### src/rtl/tail_light_seq_pkg.sv
// Shared types and lamp constants for the tail-light sequencer.
// Lamp order, MSB to LSB: LC LB LA RA RB RC, with LA/RA innermost.
package tail_light_seq_pkg;

  localparam int unsigned NUM_LAMPS = 6;

  localparam int unsigned LAMP_RC = 0;
  localparam int unsigned LAMP_RB = 1;
  localparam int unsigned LAMP_RA = 2;
  localparam int unsigned LAMP_LA = 3;
  localparam int unsigned LAMP_LB = 4;
  localparam int unsigned LAMP_LC = 5;

  typedef logic [NUM_LAMPS-1:0] lamps_t;

  localparam lamps_t PAT_OFF = 6'b000000;
  localparam lamps_t PAT_ALL = 6'b111111;
  localparam lamps_t PAT_L1  = 6'b001000;
  localparam lamps_t PAT_L2  = 6'b011000;
  localparam lamps_t PAT_L3  = 6'b111000;
  localparam lamps_t PAT_R1  = 6'b000100;
  localparam lamps_t PAT_R2  = 6'b000110;
  localparam lamps_t PAT_R3  = 6'b000111;

  typedef enum logic [3:0] {
    ST_IDLE,
    ST_L1,
    ST_L2,
    ST_L3,
    ST_R1,
    ST_R2,
    ST_R3,
    ST_HAZ_ON,
    ST_HAZ_OFF
  } state_e;

  typedef enum logic [1:0] {
    REQ_NONE,
    REQ_LEFT,
    REQ_RIGHT,
    REQ_HAZ
  } req_e;

  // Un-overlaid lamp pattern shown while sitting in a state.
  function automatic lamps_t base_pattern(input state_e st);
    lamps_t pat;
    pat = PAT_OFF;
    case (st)
      ST_L1:     pat = PAT_L1;
      ST_L2:     pat = PAT_L2;
      ST_L3:     pat = PAT_L3;
      ST_R1:     pat = PAT_R1;
      ST_R2:     pat = PAT_R2;
      ST_R3:     pat = PAT_R3;
      ST_HAZ_ON: pat = PAT_ALL;
      default:   pat = PAT_OFF;
    endcase
    return pat;
  endfunction

endpackage

### src/rtl/tail_light_seq_if.sv
// Request inputs and lamp/dimmer outputs of the tail-light sequencer.
interface tail_light_seq_if
  import tail_light_seq_pkg::*;
();

  logic   left;
  logic   right;
  logic   hazard;
  logic   brake;
  logic   headlights;
  lamps_t lamps;
  logic   dim_clk;
  logic   dim_en;

  modport master (
    output left, right, hazard, brake, headlights,
    input  lamps, dim_clk, dim_en
  );

  modport slave (
    input  left, right, hazard, brake, headlights,
    output lamps, dim_clk, dim_en
  );

endinterface

### src/rtl/pwm_strobe.sv
// Free-running PWM strobe: high for the first DUTY counts of every PERIOD.
// Output is registered, so the first high cycle directly follows reset release.
module pwm_strobe #(
  parameter int unsigned PERIOD = 8,
  parameter int unsigned DUTY   = 2
) (
  input  logic clock,
  input  logic resetn,
  output logic strobe
);

  localparam int unsigned CW = (PERIOD > 1) ? $clog2(PERIOD) : 1;

  logic [CW-1:0] cnt_q, cnt_d;
  logic          strobe_q, strobe_d;

  always_comb begin
    cnt_d = (cnt_q == CW'(PERIOD - 1)) ? '0 : cnt_q + CW'(1);
  end

  // Degenerate duties resolved at elaboration so no constant compare remains.
  if (DUTY == 0) begin : g_off
    always_comb strobe_d = 1'b0;
  end else if (DUTY >= PERIOD) begin : g_on
    always_comb strobe_d = 1'b1;
  end else begin : g_cmp
    always_comb strobe_d = (cnt_q < CW'(DUTY));
  end

  always_ff @(posedge clock) begin
    if (!resetn) begin
      cnt_q    <= '0;
      strobe_q <= 1'b0;
    end else begin
      cnt_q    <= cnt_d;
      strobe_q <= strobe_d;
    end
  end

  assign strobe = strobe_q;

endmodule

### src/rtl/tail_light_seq.sv
// Turn/hazard/brake tail-light sequencer: step prescaler, sequencing FSM,
// brake overlay on the registered lamp pattern, and the PWM dimming strobe.
module tail_light_seq
  import tail_light_seq_pkg::*;
#(
  parameter int unsigned TICK_DIV   = 4,
  parameter int unsigned PWM_PERIOD = 8,
  parameter int unsigned PWM_DUTY   = 2
) (
  input  logic             clock,
  input  logic             resetn,
  tail_light_seq_if.slave  bus
);

  localparam int unsigned PW = (TICK_DIV > 1) ? $clog2(TICK_DIV) : 1;

  state_e        state_q, state_d;
  logic [PW-1:0] presc_q, presc_d;
  lamps_t        lamps_q, lamps_d;
  logic          dim_en_q, dim_en_d;
  logic          dim_clk;
  logic          tick;
  req_e          req;

  // Request priority: hazard (or both turns), left, right.
  always_comb begin
    req = REQ_NONE;
    if (bus.hazard || (bus.left && bus.right)) req = REQ_HAZ;
    else if (bus.left)                         req = REQ_LEFT;
    else if (bus.right)                        req = REQ_RIGHT;
  end

  always_comb begin
    tick = (presc_q == PW'(TICK_DIV - 1));
  end

  always_comb begin
    state_d = state_q;
    presc_d = tick ? '0 : presc_q + PW'(1);
    case (state_q)
      ST_IDLE: begin
        presc_d = '0;
        case (req)
          REQ_HAZ:   state_d = ST_HAZ_ON;
          REQ_LEFT:  state_d = ST_L1;
          REQ_RIGHT: state_d = ST_R1;
          default:   state_d = ST_IDLE;
        endcase
      end
      ST_L1, ST_L2, ST_L3: begin
        if (tick) begin
          if (req == REQ_HAZ)       state_d = ST_HAZ_ON;
          else if (req != REQ_LEFT) state_d = ST_IDLE;
          else if (state_q == ST_L1) state_d = ST_L2;
          else if (state_q == ST_L2) state_d = ST_L3;
          else                      state_d = ST_IDLE;
        end
      end
      ST_R1, ST_R2, ST_R3: begin
        if (tick) begin
          if (req == REQ_HAZ)        state_d = ST_HAZ_ON;
          else if (req != REQ_RIGHT) state_d = ST_IDLE;
          else if (state_q == ST_R1) state_d = ST_R2;
          else if (state_q == ST_R2) state_d = ST_R3;
          else                       state_d = ST_IDLE;
        end
      end
      ST_HAZ_ON, ST_HAZ_OFF: begin
        if (tick) begin
          if (req != REQ_HAZ)            state_d = ST_IDLE;
          else if (state_q == ST_HAZ_ON) state_d = ST_HAZ_OFF;
          else                           state_d = ST_HAZ_ON;
        end
      end
      default: begin
        state_d = ST_IDLE;
        presc_d = '0;
      end
    endcase
  end

  // Brake lights the half not used by the turn sequence; hazard ignores it.
  always_comb begin
    lamps_d  = base_pattern(state_d);
    dim_en_d = bus.headlights;
    if (bus.brake) begin
      case (state_d)
        ST_IDLE:             lamps_d = PAT_ALL;
        ST_L1, ST_L2, ST_L3: lamps_d[LAMP_RA:LAMP_RC] = '1;
        ST_R1, ST_R2, ST_R3: lamps_d[LAMP_LC:LAMP_LA] = '1;
        default:             lamps_d = base_pattern(state_d);
      endcase
    end
  end

  always_ff @(posedge clock) begin
    if (!resetn) begin
      state_q  <= ST_IDLE;
      presc_q  <= '0;
      lamps_q  <= PAT_OFF;
      dim_en_q <= 1'b0;
    end else begin
      state_q  <= state_d;
      presc_q  <= presc_d;
      lamps_q  <= lamps_d;
      dim_en_q <= dim_en_d;
    end
  end

  pwm_strobe #(
    .PERIOD (PWM_PERIOD),
    .DUTY   (PWM_DUTY)
  ) u_pwm (
    .clock  (clock),
    .resetn (resetn),
    .strobe (dim_clk)
  );

  assign bus.lamps   = lamps_q;
  assign bus.dim_clk = dim_clk;
  assign bus.dim_en  = dim_en_q;

endmodule

### src/flat_wrapper.sv
// flat-port wrapper written by rule: the top's interface ports become plain ports
module tail_light_seq_flat import tail_light_seq_pkg::*;
#(
  parameter int unsigned TICK_DIV   = 4,
  parameter int unsigned PWM_PERIOD = 8,
  parameter int unsigned PWM_DUTY   = 2
)
  (clock, resetn, bus_left, bus_right, bus_hazard, bus_brake, bus_headlights, bus_lamps, bus_dim_clk, bus_dim_en);
  tail_light_seq_if bus_i ();
  input  logic clock;
  input  logic resetn;
  input wire logic [$bits(bus_i.left)-1:0] bus_left;
  input wire logic [$bits(bus_i.right)-1:0] bus_right;
  input wire logic [$bits(bus_i.hazard)-1:0] bus_hazard;
  input wire logic [$bits(bus_i.brake)-1:0] bus_brake;
  input wire logic [$bits(bus_i.headlights)-1:0] bus_headlights;
  output wire logic [$bits(bus_i.lamps)-1:0] bus_lamps;
  output wire logic [$bits(bus_i.dim_clk)-1:0] bus_dim_clk;
  output wire logic [$bits(bus_i.dim_en)-1:0] bus_dim_en;
  assign bus_i.left = bus_left;
  assign bus_i.right = bus_right;
  assign bus_i.hazard = bus_hazard;
  assign bus_i.brake = bus_brake;
  assign bus_i.headlights = bus_headlights;
  assign bus_lamps = bus_i.lamps;
  assign bus_dim_clk = bus_i.dim_clk;
  assign bus_dim_en = bus_i.dim_en;
  tail_light_seq #(.TICK_DIV(TICK_DIV), .PWM_PERIOD(PWM_PERIOD), .PWM_DUTY(PWM_DUTY)) u_core (.clock(clock), .resetn(resetn), .bus(bus_i));
endmodule
### config.mk
export PLATFORM = sky130hd
export DESIGN_NAME = tail_light_seq_flat
export DESIGN_NICKNAME = d
export VERILOG_FILES = /design/src/rtl/tail_light_seq_pkg.sv /design/src/rtl/tail_light_seq_if.sv /design/src/rtl/pwm_strobe.sv /design/src/rtl/tail_light_seq.sv /design/src/flat_wrapper.sv
export SDC_FILE = /design/constraint.sdc
export NUM_CORES = 1
export LEC_CHECK = 0
export ABC_AREA = 0
export CORE_MARGIN = 4
export CORE_UTILIZATION = 50
export DETAILED_ROUTE_END_ITERATION = 12
export GPL_ROUTABILITY_DRIVEN = 0
export GPL_TIMING_DRIVEN = 0
export PLACE_DENSITY = 0.76
export SLEW_MARGIN = 20
export SYNTH_ARGS = -nofsm -noshare
export SYNTH_HDL_FRONTEND = slang
export SYNTH_SLANG_ARGS = --single-unit
### constraint.sdc
create_clock -name clock -period 2.7 [get_ports clock]
set_input_delay 0.405 -clock clock [delete_from_list [all_inputs] [get_ports clock]]
set_output_delay 0.405 -clock clock [all_outputs]
set_load 0.05 [all_outputs]
# Word-level counts from Yosys, hierarchy flattened
# Index checks and enable logic that the tools add are counted.
# classes
bitwise	2
n_lt_le_gt_ge	1
reduce_logical	12
eq_ne	23
add_sub_neg	2
muxes	22
# ops
cell	count
two-way mux 4 bit	11
one-hot mux 6 bit (7 select lines)	1
== test 4 x 3 -> 1 bit, second input constant	8
== test 4 x 2 -> 1 bit, second input constant	4
one-hot mux 4 bit (4 select lines)	1
two-way mux 3 bit	3
one-hot mux 3 bit (3 select lines)	1
OR reduction 3 bit	3
== test 4 x 1 -> 1 bit, second input constant	2
logical NOT 4 bit	2
two-way mux 2 bit	4
OR reduction 4 bit	2
OR reduction 8 bit	1
== test 2 bit, second input constant	3
two-way mux 6 bit	1
== test 4 bit, second input constant	1
!= test 2 bit, second input constant	2
OR reduction 2 bit	2
adder 3 x 1 -> 3 bit, second input constant	1
== test 3 bit, second input constant	1
< comparator 3 x 2 -> 1 bit, second input constant	1
adder 2 x 1 -> 2 bit, second input constant	1
== test 2 x 1 -> 1 bit, second input constant	1
!= test 2 x 1 -> 1 bit, second input constant	1
other kinds (3)	4
# totals
wordCells	68
inputBits	7
reg_bits	17
out_inout_bits	8

# Longest topological paths before layout
# Gate-level depths: netlist of the first run.
# logic_depth
depth_word	12
ltp_mapped	9
mapped_depth_nobuf	7

# Hierarchy
# From an unflattened synthesis of the first run, not the netlist that was laid out.
# unflattened
cells_unflattened	101
hier_area_um2	933.4
# by_module_without_submodules
mod	n_inst	cells_per_inst	area_each_um2	seq_area_each_um2
tail_light_seq	1	91	785.8	260.2
pwm_strobe	1	10	147.6	80.1

# Worst setup path after synthesis of the first run
# No wires, ideal clock.
# synth_timing
path_kind	flip-flop to flip-flop
startpoint	register u_core.state_q[3]
endpoint	register u_core.lamps_q[5], in the netlist u_core.bus.lamps[5]
arrival_time_ps	1814
stages_incl_launch_ff	9
t_required_ps	2578
period_less_slack_ps	1936
path_buffers	2
setup_ps	122
path_slack_ps	764
path_cell_list	dfxtp_1 > buf_6 > or4_4 > nand4_2 > nor3_1 > or3_1 > buf_6 > o31ai_2 > a21oi_2
# synth_via
elab_chain_len	11
elab_cells_between_ends	38
cone_classes	15 x eq/ne; 17 x mux; 6 x reduce/logical
# synth_rtl
item	line_no	source
start: declaration	tail_light_seq.sv:17	state_e state_q, state_d;
start signal: assignment	tail_light_seq.sv:103	state_q <= state_d;
== test 4 x 2 -> 1 bit or == test 4 x 3 -> 1 bit (tied branches)	tail_light_seq.sv:40, tail_light_seq.sv:55, tail_light_seq.sv:64	
two-way mux 2 bit or two-way mux 3 bit (tied branches)	tail_light_seq.sv:55, tail_light_seq.sv:64	
two-way mux 4 bit, on equally long branches	tail_light_seq.sv:54, tail_light_seq.sv:63	
two-way mux 4 bit, on equally long branches	tail_light_seq.sv:53, tail_light_seq.sv:62	
two-way mux 4 bit, on equally long branches	tail_light_seq.sv:52, tail_light_seq.sv:61	
two-way mux 4 bit, on equally long branches	tail_light_seq.sv:51, tail_light_seq.sv:60	
one-hot mux 4 bit (4 select lines) (*)	tail_light_seq.sv:40	case (state_q)
== test 4 x 3 -> 1 bit (tied with other cells)	tail_light_seq_pkg.sv:48	case (st)
one-hot mux 6 bit (7 select lines) or OR reduction 4 bit (tied branches)	n/a	
two-way mux 3 bit	n/a	
two-way mux 6 bit (*)	tail_light_seq.sv:86	if (bus.brake) begin
end signal: assignment	tail_light_seq.sv:105	lamps_q <= lamps_d;
end: declaration	tail_light_seq.sv:19	lamps_t lamps_q, lamps_d;
# Mark *: on every way between the ends. The rest lies on a longest branch, timed or not.
# A chain may end at the register's enable or synchronous reset.

# Final worst setup path of the first run
# layout_timing
startpoint	input port bus_left
endpoint	register u_core.lamps_q[5], in the netlist u_core.bus.lamps[5]
# layout_via
elab_chain_len	12
elab_cells_between_ends	32
cone_classes	13 x eq/ne; 15 x mux; 4 x reduce/logical
# layout_rtl
item	line_no	source
start: declaration	flat_wrapper.sv:12	input wire logic [$bits(bus_i.left)-1:0] bus_left;
logical AND 1 bit	tail_light_seq.sv:28	if (bus.hazard || (bus.left && bus.right)) req = REQ_HAZ;
logical OR 1 bit	tail_light_seq.sv:28	
two-way mux 2 bit (*)	tail_light_seq.sv:28	
!= test 2 bit or != test 2 x 1 -> 1 bit (tied branches)	tail_light_seq.sv:62, tail_light_seq.sv:53	
two-way mux 4 bit, on equally long branches	tail_light_seq.sv:62, tail_light_seq.sv:53	
two-way mux 4 bit, on equally long branches	tail_light_seq.sv:61, tail_light_seq.sv:52	
two-way mux 4 bit, on equally long branches	tail_light_seq.sv:60, tail_light_seq.sv:51	
one-hot mux 4 bit (4 select lines) (*)	tail_light_seq.sv:40	
== test 4 x 3 -> 1 bit (tied with other cells)	tail_light_seq_pkg.sv:48	
one-hot mux 6 bit (7 select lines) or OR reduction 4 bit (tied branches)	n/a	
two-way mux 3 bit	n/a	
two-way mux 6 bit (*)	tail_light_seq.sv:86	
# Marks and branches as above.

==> results.toml, run 1 <==
[yosys]
netlist_instances = 95
ys_warn_count = 0
synth-edff-count = 0
synthDominantCellAreaShare = 0.383
ys_async_sr_fraction = 0
seq_area_frac_synth = 0.383
ys_ff_latch = 17
synth_top_area_cell = "dfxtp_1"
synthTopCellsByCount = "dfxtp_1, nor2_1, nand2_1, inv_1, nor3_1"
syn-num-nets = 105
netlist_area_um2 = 890
avgSynthCellArea_um2 = 9.36
ys.flop_type = "dfxtp_1"
synth_cell_type_count = 37
yosysMostFrequentCell = "dfxtp_1"
synthTopCellsByArea = "dfxtp_1, nor2_1, ha_1"

[timing]
setup_viol = 0
skew_ns = 0.00684
fin_crit_sh = 0.782
timing.fmax_ghz = 0.473
tns_ns = 0
tightest_slew_ns = 0.570
period_minus_slack_ns = 2.11
timing.final.max_slew_violations = 0
hold_violations = 0
rsz0062_at_grt = "false"
relSlewSlack = 0.615

[floorplanning]
io_pins = 15
die_h_um = 50.2
rows = 14
fp.dieW_um = 50.2
dieArea_um2 = 2520
floorplan.initialDensity = 0.558
core_um2 = 1590

[layout]
final_nets = 124
nFillCells = 132
num_antenna_cells = 0
syn_to_final_growth_pct = 22.5
drive_above_1_share = 0.168
utilization = 0.684

[cts]
cts-hold-fix-buffers = 0
numCtsBuffers = 3
cts_tree = "yes"
clk_path_buf_depth = 2
root_buffer = "clkbuf_4"
postCtsSetupRepairBufs = 0
cts_max_level = 1
cts_resized = 0
cts.sinks = 17
clk_latency_ns = 0.29
clk_pin_slew_worst_paths_ns = 0.10

[power]
power.total_mw = 1.05
p_comb_frac = 0.547
power.share.clock = 0.130
p_int_mw = 0.605
leakage_nw = 0.429
power_switching_mw = 0.443
ir_drop_v = 0.000497
p_sw_frac = 0.423
powerDensity_nw_per_um2 = 962
seq_power_share = 0.323

[global_routing]
overflow = 0
grt_pass1_wl_um = 2620
grt_max_degree = 12
antenna_found_initial = 0
grt_use_total = 0.134
grt_pass1_vias = 621

[place]
hpwl_um = 1240
port_buffers = 14

[job]
max_cap_viol_count = 0

[routing]
antenna_left = 0
wl_per_cell_um = 11.8
drc_errors = 0
wl_met1_um = 797
firstDrtPassIters = 4
drt-initial-drc-count = 16
via_count = 729
routed_wl_um = 1620
met2WireLength_um = 762
viasPerCell = 5.32
dr_wl_met3_um = 62
top_layer = "met3"

[hold_path]
worstHoldEndpoint = "u_core.u_pwm.strobe"
min-delay-start = "u_core.u_pwm.cnt_q[1]"
whs_path_depth = 1
hold_path.class = "register to register"

[worst_setup_path]
rr_worst_depth = 8
cp.arrival_ns = 2.30
critPathLaunchType = "primary input"
crit_type = "primary input to register"
r2r_start = "u_core.state_q[3]"
reg2reg_to = "u_core.bus.lamps[5]"
end_kind = "register"
required_ns = 2.88
ff2ff_setup_slack_ns = 0.67
startpoint = "bus_left"
critPathMaxFanout = 6

[run_status]
status = "complete, no violations"
==> area by class of cell <==
class | count | area [µm²] | share of cell area
multi-input cells | 68 | 469 | 0.431
flip-flops and latches | 17 | 340 | 0.312
clock inverters | 1 | 7.51 | 0.00689
repair buffers | 14 | 140 | 0.129
well taps | 24 | 30.0 | 0.0276
inverters | 5 | 18.8 | 0.0172
clock buffers | 3 | 22.5 | 0.0207
plain buffers | 5 | 61.3 | 0.0563
==> layer usage <==
| layer | vias up | global-route usage |
|---|---|---|
| met1 | 337 | 0.168 |
| li1 | 382 | - |
| met5 | - | 0 |
| met4 | 0 | 0.0276 |
| met2 | 10 | 0.215 |
| met3 | 0 | 0.0533 |
==> kinds of logic after synthesis <==
family          count (synthesis)  share of synthesized area
fa+ha+maj                       3                     0.0422
flops                          17                      0.383
xor+xnor                        2                     0.0281
buf+inv                        10                     0.0900
simple gates                   41                      0.256
compound gates                 22                      0.201
==> power groups by stage <==
| stage | Clock, mW | Sequential (mW) | Combinational, mW |
|---|---|---|---|
| after detailed placement | 0 | 0.345 | 0.575 |
| after global placement | 0 | 0.344 | 0.566 |
| after global routing | 0.151 | 0.347 | 0.620 |
| final | 0.136 | 0.339 | 0.573 |
| after floorplan | 0 | 0.458 | 0.330 |
| after CTS | 0.143 | 0.339 | 0.577 |
==> layout by cell type (no fill, tap or decap), types with 3 or more instances in the layout <==
master           Yosys  routed
clkbuf_4             0       3
nor2_1              14      14
ha_1                 3       3
o21ai_0              3       3
a21oi_1              3       3
buf_6                3       3
clkdlybuf4s50_1      0      14
nor3_1               4       4
inv_1                5       5
and2_1               3       3
nand2_1              6       6
dfxtp_1             17      17
==> critical path: stages <==
cell and delay (ns):
clkdlybuf4s50_1 0.47, a21oi_1 0.39, and2_2 0.24, nor3_1 0.05
or3_1 0.36, buf_6 0.15, o31ai_2 0.19, a21oi_2 0.04
==> how the worst max path moves through the flow <==
stage	end
4_1_cts	u_core.bus.lamps[5]
6_report	u_core.bus.lamps[5]
3_3_place_gp	u_core.bus.lamps[5]
2_1_floorplan	u_core.bus.lamps[5]
5_1_grt	u_core.bus.lamps[4]
3_5_place_dp	u_core.bus.lamps[5]
==> state kept, by name, summed over array words and instances (netlist names) <==
register             count
u_core.u_pwm.cnt_q       3
u_core.presc_q           2
u_core.bus.lamps         6
u_core.state_q           4
u_core.u_pwm.strobe      1
u_core.bus.dim_en        1
==> metrics by stage <==
| stage | cells | instance area (µm²) | hold WS [ns] | setup slack, ns |
|---|---|---|---|---|
| floorplan | 95 | 890 | 0.395 | 0.764 |
| global placement | 133 | 1060 | 0.409 | 0.343 |
| detailed placement | 133 | 1060 | 0.416 | 0.292 |
| CTS | 137 | 1090 | 0.431 | 0.609 |
| global route | 137 | 1090 | 0.443 | 0.436 |
| finish | 137 | 1090 | 0.426 | 0.587 |
Power figures use the tool's default switching activity.
==> run 2: changes to the inputs <==
==> constraint.sdc (replaced) <==
create_clock -name clock -period 2 [get_ports clock]
set_input_delay 0.3 -clock clock [delete_from_list [all_inputs] [get_ports clock]]
set_output_delay 0.3 -clock clock [all_outputs]
set_load 0.05 [all_outputs]
==> results.toml, run 2 (synthesis gave the netlist of run 1 again) <==
[power]
power.total_mw = 1.51
powerDensity_nw_per_um2 = 1310
ir_drop_v = 0.000662
leakage_nw = 0.460

[cts]
root_buffer = "clkbuf_4"
clk_pin_slew_worst_paths_ns = 0.10
cts.sinks = 17
clk_latency_ns = 0.29
cts_max_level = 1
cts_tree = "yes"
cts-hold-fix-buffers = 0
clk_path_buf_depth = 2
numCtsBuffers = 3

[timing]
rsz0062_at_grt = "true"
tns_ns = 0
relSlewSlack = 0.661
setup_ws_ns = 0.0269
setup_viol = 0
fin_crit_sh = 0.987
hold_violations = 0
timing.final.max_slew_violations = 0
tightest_slew_ns = 0.506
timing.fmax_ghz = 0.507
skew_ns = 0.00463
period_minus_slack_ns = 1.97

[layout]
syn_to_final_growth_pct = 29.8
stdcell_count = 142
final_nets = 129
area.sequential_um2 = 347
utilization = 0.724
num_antenna_cells = 0
largest_reg_flops = 6
drive_above_1_share = 0.263
nFillCells = 118
final_cell_mix = "nor2_1, clkdlybuf4s50_1, dfxtp_1"
multi_input_area_um2 = 504

[routing]
drt-initial-drc-count = 22
drc_errors = 0
wl_per_cell_um = 12.9
firstDrtPassIters = 4
via_count = 779
viasPerCell = 5.49
routed_wl_um = 1830
antenna_left = 0

[global_routing]
antenna_found_initial = 0
grt_use_total = 0.137
grt_pass1_vias = 652
grt_max_degree = 12
grt_pass1_wl_um = 2690
overflow = 0

[worst_setup_path]
max_stage_delay_ns = 0.56
critPathMaxFanout = 10
critPathLaunchType = "register"
crit_type = "register to register"
path_buf_inv = 1
required_ns = 2.21
cp_slowest_cell = "or4_4"
end_kind = "register"
rr_worst_depth = 6
path_depth = 6
path_delay_family = "simple AND/OR/NAND/NOR gates"
cp.arrival_ns = 2.18
cp_cell_sequence = "or4_4, nand4_4, nor3_2, or3_1, buf_6, a221oi_2"

[place]
hpwl_um = 1240
place_ws_ns = -0.303
port_buffers = 14
dp.cells = 133

[run_status]
status = "complete, no violations"

[job]
max_cap_viol_count = 0

[floorplanning]
core_um2 = 1590
die_h_um = 50.2
rows = 14
io_pins = 15
fp.dieW_um = 50.2
floorplan.initialDensity = 0.558
dieArea_um2 = 2520

[hold_path]
hold_path.class = "register to register"
whs_path_depth = 1
-- run 2: cell types whose count changed in the layout (fill, tap and decap cells not counted), sizes merged --
cell    previous run  this run
clkbuf             5         4
buf                3         9
-- run 2: report_power, final --
part | internal (mW) | switching (mW) | total (mW)
Combinational | 0.363 | 0.475 | 0.838
Sequential | 0.422 | 0.0637 | 0.486
Clock | 0.0762 | 0.111 | 0.187
Total | 0.861 | 0.650 | 1.51
-- run 2: repair_timing --
action | 4_1_cts | 5_1_grt
buffers inserted | 1 | 7
gates resized for setup | 4 | 7
pin swaps | 1 | 6
endpoints found under the setup margin | 3 | 6
hold endpoints to repair | 0 | 0
-- run 2: final timing paths --
path / endpoint / startpoint / slack [ns]
max: u_core.bus.lamps[4] / u_core.state_q[1] / 0.03
max reg2reg: u_core.bus.lamps[4] / u_core.state_q[1] / 0.03
min reg2reg: u_core.u_pwm.strobe / u_core.u_pwm.cnt_q[1] / 0.43
min: u_core.u_pwm.strobe / u_core.u_pwm.cnt_q[1] / 0.43
-- run 2: area by class of cell --
class,instances,area share
Inverter,5,0.0163
Sequential cell,17,0.300
Multi-Input combinational cell,68,0.437
Buffer,2,0.0217
Tap cell,24,0.0260
Clock buffer,3,0.0195
Clock inverter,1,0.00650
Timing Repair Buffer,22,0.173
-- run 2: through the flow --
stage	hold slack [ns]	instance area, µm²
after floorplan	0.395	890
after global placement	0.409	1060
after detailed placement	0.416	1060
after CTS	0.431	1120
after global routing	0.443	1150
final	0.425	1150
-- run 2: layer usage --
layer | GRT usage | up-vias | wire, µm
met1 | 0.167 | 365 | 838
met3 | 0.0533 | 2 | 80
met2 | 0.224 | 23 | 894
met4 | 0.0369 | 0 | 14
met5 | 0 | - | 0
li1 | - | 389 | -
-- run 2: worst register-to-register path, cell delays in order (launching register included) --
cell and delay [ns]:
dfxtp_2 0.39, or4_4 0.56, nand4_4 0.10, nor3_2 0.05, or3_1 0.38, buf_6 0.16
a221oi_2 0.26
==> run 3: changes to the inputs <==
--- a/config.mk
+++ b/config.mk
@@ -6,12 +6,14 @@
 export NUM_CORES = 1
 export LEC_CHECK = 0
 export ABC_AREA = 0
+export CELL_PAD_IN_SITES_DETAIL_PLACEMENT = 1
+export CELL_PAD_IN_SITES_GLOBAL_PLACEMENT = 1
 export CORE_MARGIN = 4
-export CORE_UTILIZATION = 50
+export CORE_UTILIZATION = 38
 export DETAILED_ROUTE_END_ITERATION = 12
 export GPL_ROUTABILITY_DRIVEN = 0
 export GPL_TIMING_DRIVEN = 0
-export PLACE_DENSITY = 0.76
+export PLACE_DENSITY_LB_ADDON = 0.05
 export SLEW_MARGIN = 20
 export SYNTH_ARGS = -nofsm -noshare
 export SYNTH_HDL_FRONTEND = slang
==> results.toml, run 3 (synthesis gave the netlist of run 1 again) <==
[floorplanning]
die_h_um = 56.4
fp.dieW_um = 56.4
rows = 17
io_pins = 15
core_um2 = 2210
dieArea_um2 = 3180
floorplan.initialDensity = 0.402

[layout]
area.sequential_um2 = 352
final_cell_mix = "nor2_1, clkdlybuf4s50_1, dfxtp_1"
syn_to_final_growth_pct = 33.5
drive_above_1_share = 0.267
num_antenna_cells = 0
final_area_um2 = 1190
multi_input_area_um2 = 512
largest_reg_flops = 6
nFillCells = 267
final_nets = 131

[worst_setup_path]
cp.arrival_ns = 2.14
ff2ff_setup_slack_ns = 0.06
rr_worst_depth = 7
crit_type = "primary input to register"
cp_cell_sequence = "clkdlybuf4s50_1, a21oi_2, and2_2, nor3_1, or3_1, buf_6, o31ai_4, a21oi_2"
critPathLaunchType = "primary input"
critPathMaxFanout = 6
reg2reg_to = "u_core.bus.lamps[5]"
max_stage_delay_ns = 0.49
crit_path_frequent_cell = "a21oi_2"
required_ns = 2.19
end_kind = "register"
r2r_start = "u_core.state_q[1]"
cp_slowest_cell = "clkdlybuf4s50_1"

[cts]
cts-hold-fix-buffers = 0
cts_max_level = 1
clk_pin_slew_worst_paths_ns = 0.11
clk_latency_ns = 0.30
cts_tree = "yes"
root_buffer = "clkbuf_4"
numCtsBuffers = 3
clk_path_buf_depth = 2
cts.sinks = 17

[timing]
skew_ns = 0.00685
timing.fmax_ghz = 0.511
holdWs_ns = 0.424
timing.final.max_slew_violations = 0
tns_ns = 0
tightest_slew_ns = 0.508
relSlewSlack = 0.660
rsz0062_at_grt = "true"
period_minus_slack_ns = 1.96
hold_violations = 0
setup_ws_ns = 0.0443
fin_crit_sh = 0.978
setup_viol = 0

[routing]
antenna_left = 0
routed_wl_um = 2300
viasPerCell = 5.41
via_count = 801
firstDrtPassIters = 4
drt-initial-drc-count = 20
wl_per_cell_um = 15.5
drc_errors = 0

[global_routing]
grt_pass1_vias = 843
grt_use_total = 0.155
grt_pass1_wl_um = 3870
antenna_found_initial = 0
overflow = 0
grt_max_degree = 12

[power]
leakage_nw = 0.472
ir_drop_v = 0.000754
powerDensity_nw_per_um2 = 1350
power.total_mw = 1.60

[job]
max_cap_viol_count = 0

[place]
hpwl_um = 1590
place_area_um2 = 1060
port_buffers = 14
place_ws_ns = -0.406

[hold_path]
worstHoldEndpoint = "u_core.u_pwm.strobe"
whs_path_depth = 1
min-delay-start = "u_core.u_pwm.cnt_q[1]"
hold_path.class = "register to register"

[run_status]
status = "complete, no violations"
==> run 3: cell count changes in the layout (fill, tap and decap cells not counted), sizes merged <==
cell	delta
buf	+2
==> run 3: layout make-up <==
type,instances,area share
buffer,2,0.0211
clock buffer,3,0.0190
clock inverter,1,0.00632
inverter,5,0.0158
multi-input combinational,68,0.431
sequential,17,0.296
tap,28,0.0295
timing repair buffer,24,0.181
==> run 3: worst max path at each step <==
stage	from	end	slack [ns]
floorplan	u_core.state_q[3]	u_core.bus.lamps[5]	0.06
global placement	bus_left	u_core.bus.lamps[1]	-0.36
detailed placement	bus_left	u_core.bus.lamps[1]	-0.41
CTS	u_core.state_q[1]	u_core.bus.lamps[5]	0.002
global route	u_core.presc_q[0]	u_core.bus.lamps[5]	-0.02
finish	bus_left	u_core.bus.lamps[5]	0.04
==> run 3: metrics by stage <==
stage / std cells / utilization
finish: 148 / 0.537
global route: 148 / 0.537
CTS: 142 / 0.506
detailed placement: 137 / 0.481
global placement: 137 / 0.481
floorplan: 95 / -
==> run 3: what timing repair did <==
item | CTS | global route
pin swaps | 4 | 4
gates resized for setup | 9 | 5
buffers inserted | 4 | 6
setup endpoints to repair | 6 | 6
==> run 3: per-layer routing <==
metal  vias up  part of all wire  GRT usage
met5         -                 0          0
met4         0             0.015     0.0712
met3         4             0.038     0.0414
met2        15              0.50      0.260
met1       385              0.45      0.181
li1        397                 -          -
==> run 3: power breakdown <==
part,leakage (nW),switching (mW),internal [mW],total (mW)
sequential,0.143,0.0510,0.426,0.477
clock,0.0139,0.116,0.0761,0.192
combinational,0.315,0.521,0.410,0.931
==> run 3: critical path, delay by kind of cell <==
family	cells	cell delay (ns)
buf+inv	2	0.65
simple gates	3	0.66
compound gates	3	0.53
